$ cat src/rtl/debug_prog_loader.sv
// Debug-unit program loader: pops LOAD cmd, size byte and little-endian instruction bytes from the UART RX FIFO,
// writes each assembled instruction to consecutive instruction-memory addresses, then pushes ACK (or NACK) to UART TX.
// Ports: RX FIFO pop side (i_rx_empty/i_rx_data/o_rd_uart), TX FIFO push side (i_tx_full/o_wr_uart/o_tx_data),
//        instruction-memory write port (o_mem_w/o_mem_addr/o_inst), status (o_prog_sz/o_busy/o_loaded/o_err).
module debug_prog_loader #(
    parameter int                DATA_W    = 8,
    parameter int                INST_SZ   = 32,
    parameter int                ADDR_W    = 5,
    parameter logic [DATA_W-1:0] CMD_LOAD  = 8'hFE,
    parameter logic [DATA_W-1:0] ACK_BYTE  = 8'hAA,
    parameter logic [DATA_W-1:0] NACK_BYTE = 8'hEE
) (
    input  logic               i_clk,
    input  logic               i_reset,
    input  logic               i_rx_empty,
    input  logic [DATA_W-1:0]  i_rx_data,
    output logic               o_rd_uart,
    input  logic               i_tx_full,
    output logic               o_wr_uart,
    output logic [DATA_W-1:0]  o_tx_data,
    output logic               o_mem_w,
    output logic [ADDR_W-1:0]  o_mem_addr,
    output logic [INST_SZ-1:0] o_inst,
    output logic [7:0]         o_prog_sz,
    output logic               o_busy,
    output logic               o_loaded,
    output logic               o_err
);

    localparam int LANES = INST_SZ / DATA_W;
    localparam int CNT_W = (LANES > 1) ? $clog2(LANES) : 1;
    // Wide enough to hold 2^ADDR_W and any size byte without overflow.
    localparam int CMP_W = (ADDR_W + 1 > 9) ? ADDR_W + 1 : 9;
    localparam logic [CMP_W-1:0] DEPTH = CMP_W'(2 ** ADDR_W);

    typedef enum logic [2:0] {IDLE, SIZE, BYTE, WRITE, ACK, NACK} state_t;

    state_t           state;
    logic [CNT_W-1:0] byte_cnt;
    logic             consume;
    logic [CMP_W-1:0] written;
    logic [CMP_W-1:0] size_in;

    assign consume = (state == IDLE) || (state == SIZE) || (state == BYTE);
    // The pop strobe has to be combinational so the FIFO head byte can be
    // consumed on every cycle; gating with reset keeps it low while in reset.
    assign o_rd_uart = i_reset && consume && !i_rx_empty;
    // Instructions written once the current WRITE cycle completes.
    assign written = CMP_W'(o_mem_addr) + CMP_W'(1);
    assign size_in = CMP_W'(i_rx_data);

    always_ff @(posedge i_clk or negedge i_reset) begin
        if (!i_reset) begin
            state      <= IDLE;
            byte_cnt   <= '0;
            o_wr_uart  <= 1'b0;
            o_tx_data  <= '0;
            o_mem_w    <= 1'b0;
            o_mem_addr <= '0;
            o_inst     <= '0;
            o_prog_sz  <= '0;
            o_busy     <= 1'b0;
            o_loaded   <= 1'b0;
            o_err      <= 1'b0;
        end else begin
            o_mem_w <= 1'b0;
            case (state)
                IDLE: begin
                    if (o_rd_uart && i_rx_data == CMD_LOAD) begin
                        state    <= SIZE;
                        o_busy   <= 1'b1;
                        o_err    <= 1'b0;
                        o_loaded <= 1'b0;
                    end
                end
                SIZE: begin
                    if (o_rd_uart) begin
                        o_prog_sz <= 8'(i_rx_data);
                        if (size_in == '0) begin
                            // Empty program: acknowledge straight away.
                            state     <= ACK;
                            o_tx_data <= ACK_BYTE;
                            o_wr_uart <= !i_tx_full;
                        end else if (size_in > DEPTH) begin
                            state     <= NACK;
                            o_err     <= 1'b1;
                            o_tx_data <= NACK_BYTE;
                            o_wr_uart <= !i_tx_full;
                        end else begin
                            state      <= BYTE;
                            o_mem_addr <= '0;
                            byte_cnt   <= '0;
                            o_inst     <= '0;
                        end
                    end
                end
                BYTE: begin
                    if (o_rd_uart) begin
                        o_inst[int'(byte_cnt) * DATA_W +: DATA_W] <= i_rx_data;
                        if (byte_cnt == CNT_W'(LANES - 1)) begin
                            state   <= WRITE;
                            o_mem_w <= 1'b1;
                        end else begin
                            byte_cnt <= byte_cnt + 1'b1;
                        end
                    end
                end
                WRITE: begin
                    // Address may wrap to 0 after a full-depth load; harmless.
                    o_mem_addr <= o_mem_addr + 1'b1;
                    byte_cnt   <= '0;
                    o_inst     <= '0;
                    if (written == CMP_W'(o_prog_sz)) begin
                        state     <= ACK;
                        o_tx_data <= ACK_BYTE;
                        o_wr_uart <= !i_tx_full;
                    end else begin
                        state <= BYTE;
                    end
                end
                ACK, NACK: begin
                    // o_wr_uart may already have been raised on entry when TX
                    // had room; otherwise raise it once TX drains.
                    if (o_wr_uart) begin
                        o_wr_uart <= 1'b0;
                        o_busy    <= 1'b0;
                        state     <= IDLE;
                        if (state == ACK) begin
                            o_loaded <= 1'b1;
                        end
                    end else if (!i_tx_full) begin
                        o_wr_uart <= 1'b1;
                    end
                end
                default: state <= IDLE;
            endcase
        end
    end

endmodule

$ cat config.mk
export PLATFORM = sky130hd
export DESIGN_NAME = debug_prog_loader
export DESIGN_NICKNAME = d
export VERILOG_FILES = /design/src/rtl/debug_prog_loader.sv
export SDC_FILE = /design/constraint.sdc
export NUM_CORES = 1
export LEC_CHECK = 0
export BUFFER_PORTS_ARGS = -buffer_cell sky130_fd_sc_hd__buf_2
export CORE_MARGIN = 4
export CORE_UTILIZATION = 55
export DETAILED_ROUTE_END_ITERATION = 16
export PLACE_DENSITY_LB_ADDON = 0.05
export SKIP_LAST_GASP = 1
export SLEW_MARGIN = 20
export SYNTH_ARGS = -nofsm -noshare
export SYNTH_HDL_FRONTEND = slang
export SYNTH_SLANG_ARGS = --single-unit
$ cat constraint.sdc
create_clock -name i_clk -period 5.3 [get_ports i_clk]
set_clock_uncertainty 0.2 [all_clocks]
set_input_delay 0.265 -clock i_clk [delete_from_list [all_inputs] [get_ports i_clk]]
set_output_delay 0.265 -clock i_clk [all_outputs]
set_load 0.005 [all_outputs]
==> reports/metrics.yaml <==
floorplanning:
  dieWidth_um: 78.2
  rows: 25
  start_util_pct: 56.9
  core_mm2: 0.00475
  io_pins: 71
  fp.dieH_um: 78.2
  die_area_mm2: 0.00611
synthesis:
  synthArstFlopShare_pct: 100
  synth_area_mm2: 0.00271
  synth_cells: 225
  ys.flop_type: "dfrtp_1"
  yosysWarnings: 0
  ys_seq_area_share_pct: 52.7
  synth_seq_cells: 57
  synth_edf_count: 0
  avgSynthCellArea_um2: 12.0
  ys_types: 48
drt:
  routed-via-count: 2034
  final_antenna_net_count: 0
  wirelength_um: 6320
  drt-pass1-iter-count: 4
  drcViolationCount: 0
  wl_per_cell_um: 17.4
  viasPerCell: 5.59
  drtIter0Drc: 135
clock_tree:
  post_cts_resized: 0
  insertion_delay_ns: 0.33
  clk_pin_slew_ns: 0.06
  root_buffer: "clkbuf_8"
  clkSinkCount: 57
  cts_tree: "built"
  htree_levels: 3
  numCtsBuffers: 9
  clock_path_buffers: 2
grt:
  antenna_found_initial: 0
  grt_pass1_vias: 2003
  grt.met1_usage_pct: 30.3
  met3_usage_pct: 5.05
  grt_pass1_wl_um: 10400
  busiest_layer: "met2"
  grt_max_degree: 59
  grt-ovfl-total: 0
  grt_usage_pct: 22.1
  grt_use_met2_pct: 34.1
placement:
  place_area_mm2: 0.00303
  preCtsSetupSlack_ns: 2.43
  numPortBuffers: 68
  gp_congestion: 0.880
  post-dp-hpwl_um: 4310
worst_setup_path:
  start_kind: "input pin"
  required_ns: 5.32
  worstSetupPathType: "input pin to register"
  crit_start: "i_reset"
  cp-end-kind: "register"
  regToRegStartpoint: "o_mem_addr[0]"
  worstPathMaxFanout: 58
  cp.arrival_ns: 3.05
layout:
  n_fill_cell: 391
  layout.area.seq_mm2: 0.00143
  finish.instance_area_mm2: 0.00323
  num_antenna_cells: 0
  multi_input_area_mm2: 0.00114
  layout.nets: 310
  area_delta_synth_final_pct: 19.5
  layout_commonest_cell: "buf_2"
  drive_above_1_share_pct: 36.4
  final_cell_mix: "68 x buf_2, 57 x dfrtp_1, 33 x a22o_1"
min_path:
  hold_class: "input pin to register"
  holdCritStartpoint: "i_tx_full"
timing:
  hold_ws_ns: 0.0896
  final_hold_viol_count: 0
  fin_crit_sh_pct: 57.2
  rsz0062_at_grt: "false"
  timing.fmax_mhz: 330
  worst_slack_ns: 2.27
  final-max-slew-violation-count: 0
  relSlewSlack_pct: 52.6
  period_needed_ns: 3.03
  tns_ns: 0
  setup-violations-final: 0
  worstMarginPinSlew_ns: 0.710
run:
  maxCapViolCount: 0
pwr:
  power_density_mw_per_mm2: 322
  leakagePower_nw: 1.64
  ir_worst_vdd_mv: 0.188
run_status:
  status: "completed"
==> metal layers <==
layer | vias to the layer above | routed length (um)
met5 | - | 0
met4 | 0 | 89
met3 | 11 | 319
met2 | 55 | 2970
met1 | 1003 | 2950
li1 | 965 | -
==> final timing paths <==
path	slack (ns)	cells after the start	to
max	2.27	9	o_inst[18]
min	0.09	3	o_wr_uart
max reg2reg	2.92	7	o_wr_uart
min reg2reg	0.30	1	o_inst[11]
max in group asynchronous	4.00	3	o_inst[9]
min in group asynchronous	0.41	3	state[2]
==> power breakdown <==
group | internal [mW] | switching, mW
clock | 0.239 | 0.165
combinational | 0.0685 | 0.0724
sequential | 0.466 | 0.0308
==> worst max-delay path, cell delays in order <==
cell           delay [ns]
dlygate4sd3_1        0.53
buf_2                0.10
buf_4                0.55
nor2b_1              0.44
and2_2               0.22
nand4_2              0.14
a21oi_4              0.35
o21ai_4              0.16
a22o_1               0.26
==> cells in the mapped netlist (2+ instances only) <==
cell | instances | area, um^2
o21ai_4 | 4 | 65.1
a32o_1 | 2 | 20.0
xnor2_1 | 3 | 26.3
a22o_1 | 33 | 289
nand2b_1 | 3 | 18.8
mux2_2 | 9 | 101
inv_1 | 7 | 26.3
o21ai_0 | 8 | 40.0
clkbuf_8 | 2 | 27.5
nor2_1 | 17 | 63.8
a21oi_1 | 5 | 25.0
clkbuf_1 | 3 | 11.3
ha_1 | 5 | 62.6
and4_1 | 3 | 26.3
clkdlybuf4s25_2 | 3 | 30.0
nor3_1 | 2 | 10.0
buf_4 | 6 | 45.0
o21ai_2 | 3 | 26.3
nand4_1 | 2 | 12.5
xor2_1 | 5 | 43.8
nand3_1 | 5 | 25.0
o21ai_1 | 2 | 10.0
nand2_1 | 12 | 45.0
dfrtp_1 | 57 | 1430
==> state kept, by name, summed over array words and instances, names as in the netlist <==
| name | cells |
|---|---|
| byte_cnt | 2 |
| o_busy | 1 |
| o_err | 1 |
| o_inst | 32 |
| o_loaded | 1 |
| o_mem_addr | 5 |
| o_mem_w | 1 |
| o_prog_sz | 8 |
| o_tx_data | 2 |
| o_wr_uart | 1 |
| state | 3 |
==> cells by family (layout without fill, tap and decap cells) <==
family	after synthesis	in the layout	synth area share, %
AND/OR/NAND/NOR	57	57	11.9
other	1	2	0.138
adder cells (fa/ha/maj)	5	5	2.31
XOR/XNOR	8	8	2.59
buffers and inverters	21	92	5.18
AO/OA/AOI/OAI	65	65	20.6
multiplexers	11	11	4.67
flip-flops	57	57	52.7
==> per-stage QoR <==
stage               cells  utilization [%]  total power [mW]
floorplan             226                -             0.586
global placement      348             63.7             0.642
detailed placement    348             63.7             0.646
CTS                   364             68.0              1.05
global route          364             68.0              1.09
finish                364             68.0              1.04
==> timing repair <==
item,in CTS,in global routing
hold buffers,1,0
setup buffers,0,0
hold endpoints to repair,57,0
endpoints found under the setup margin,0,0
==> cell type report <==
class,count,share of cell area [%]
Clock buffer,12,4.80
Clock inverter,3,1.24
Inverter,7,0.812
Multi-Input combinational cell,148,35.4
Sequential cell,57,44.1
Tap cell,67,2.59
Timing Repair Buffer,70,11.1
(Power assumes the default switching activity.)
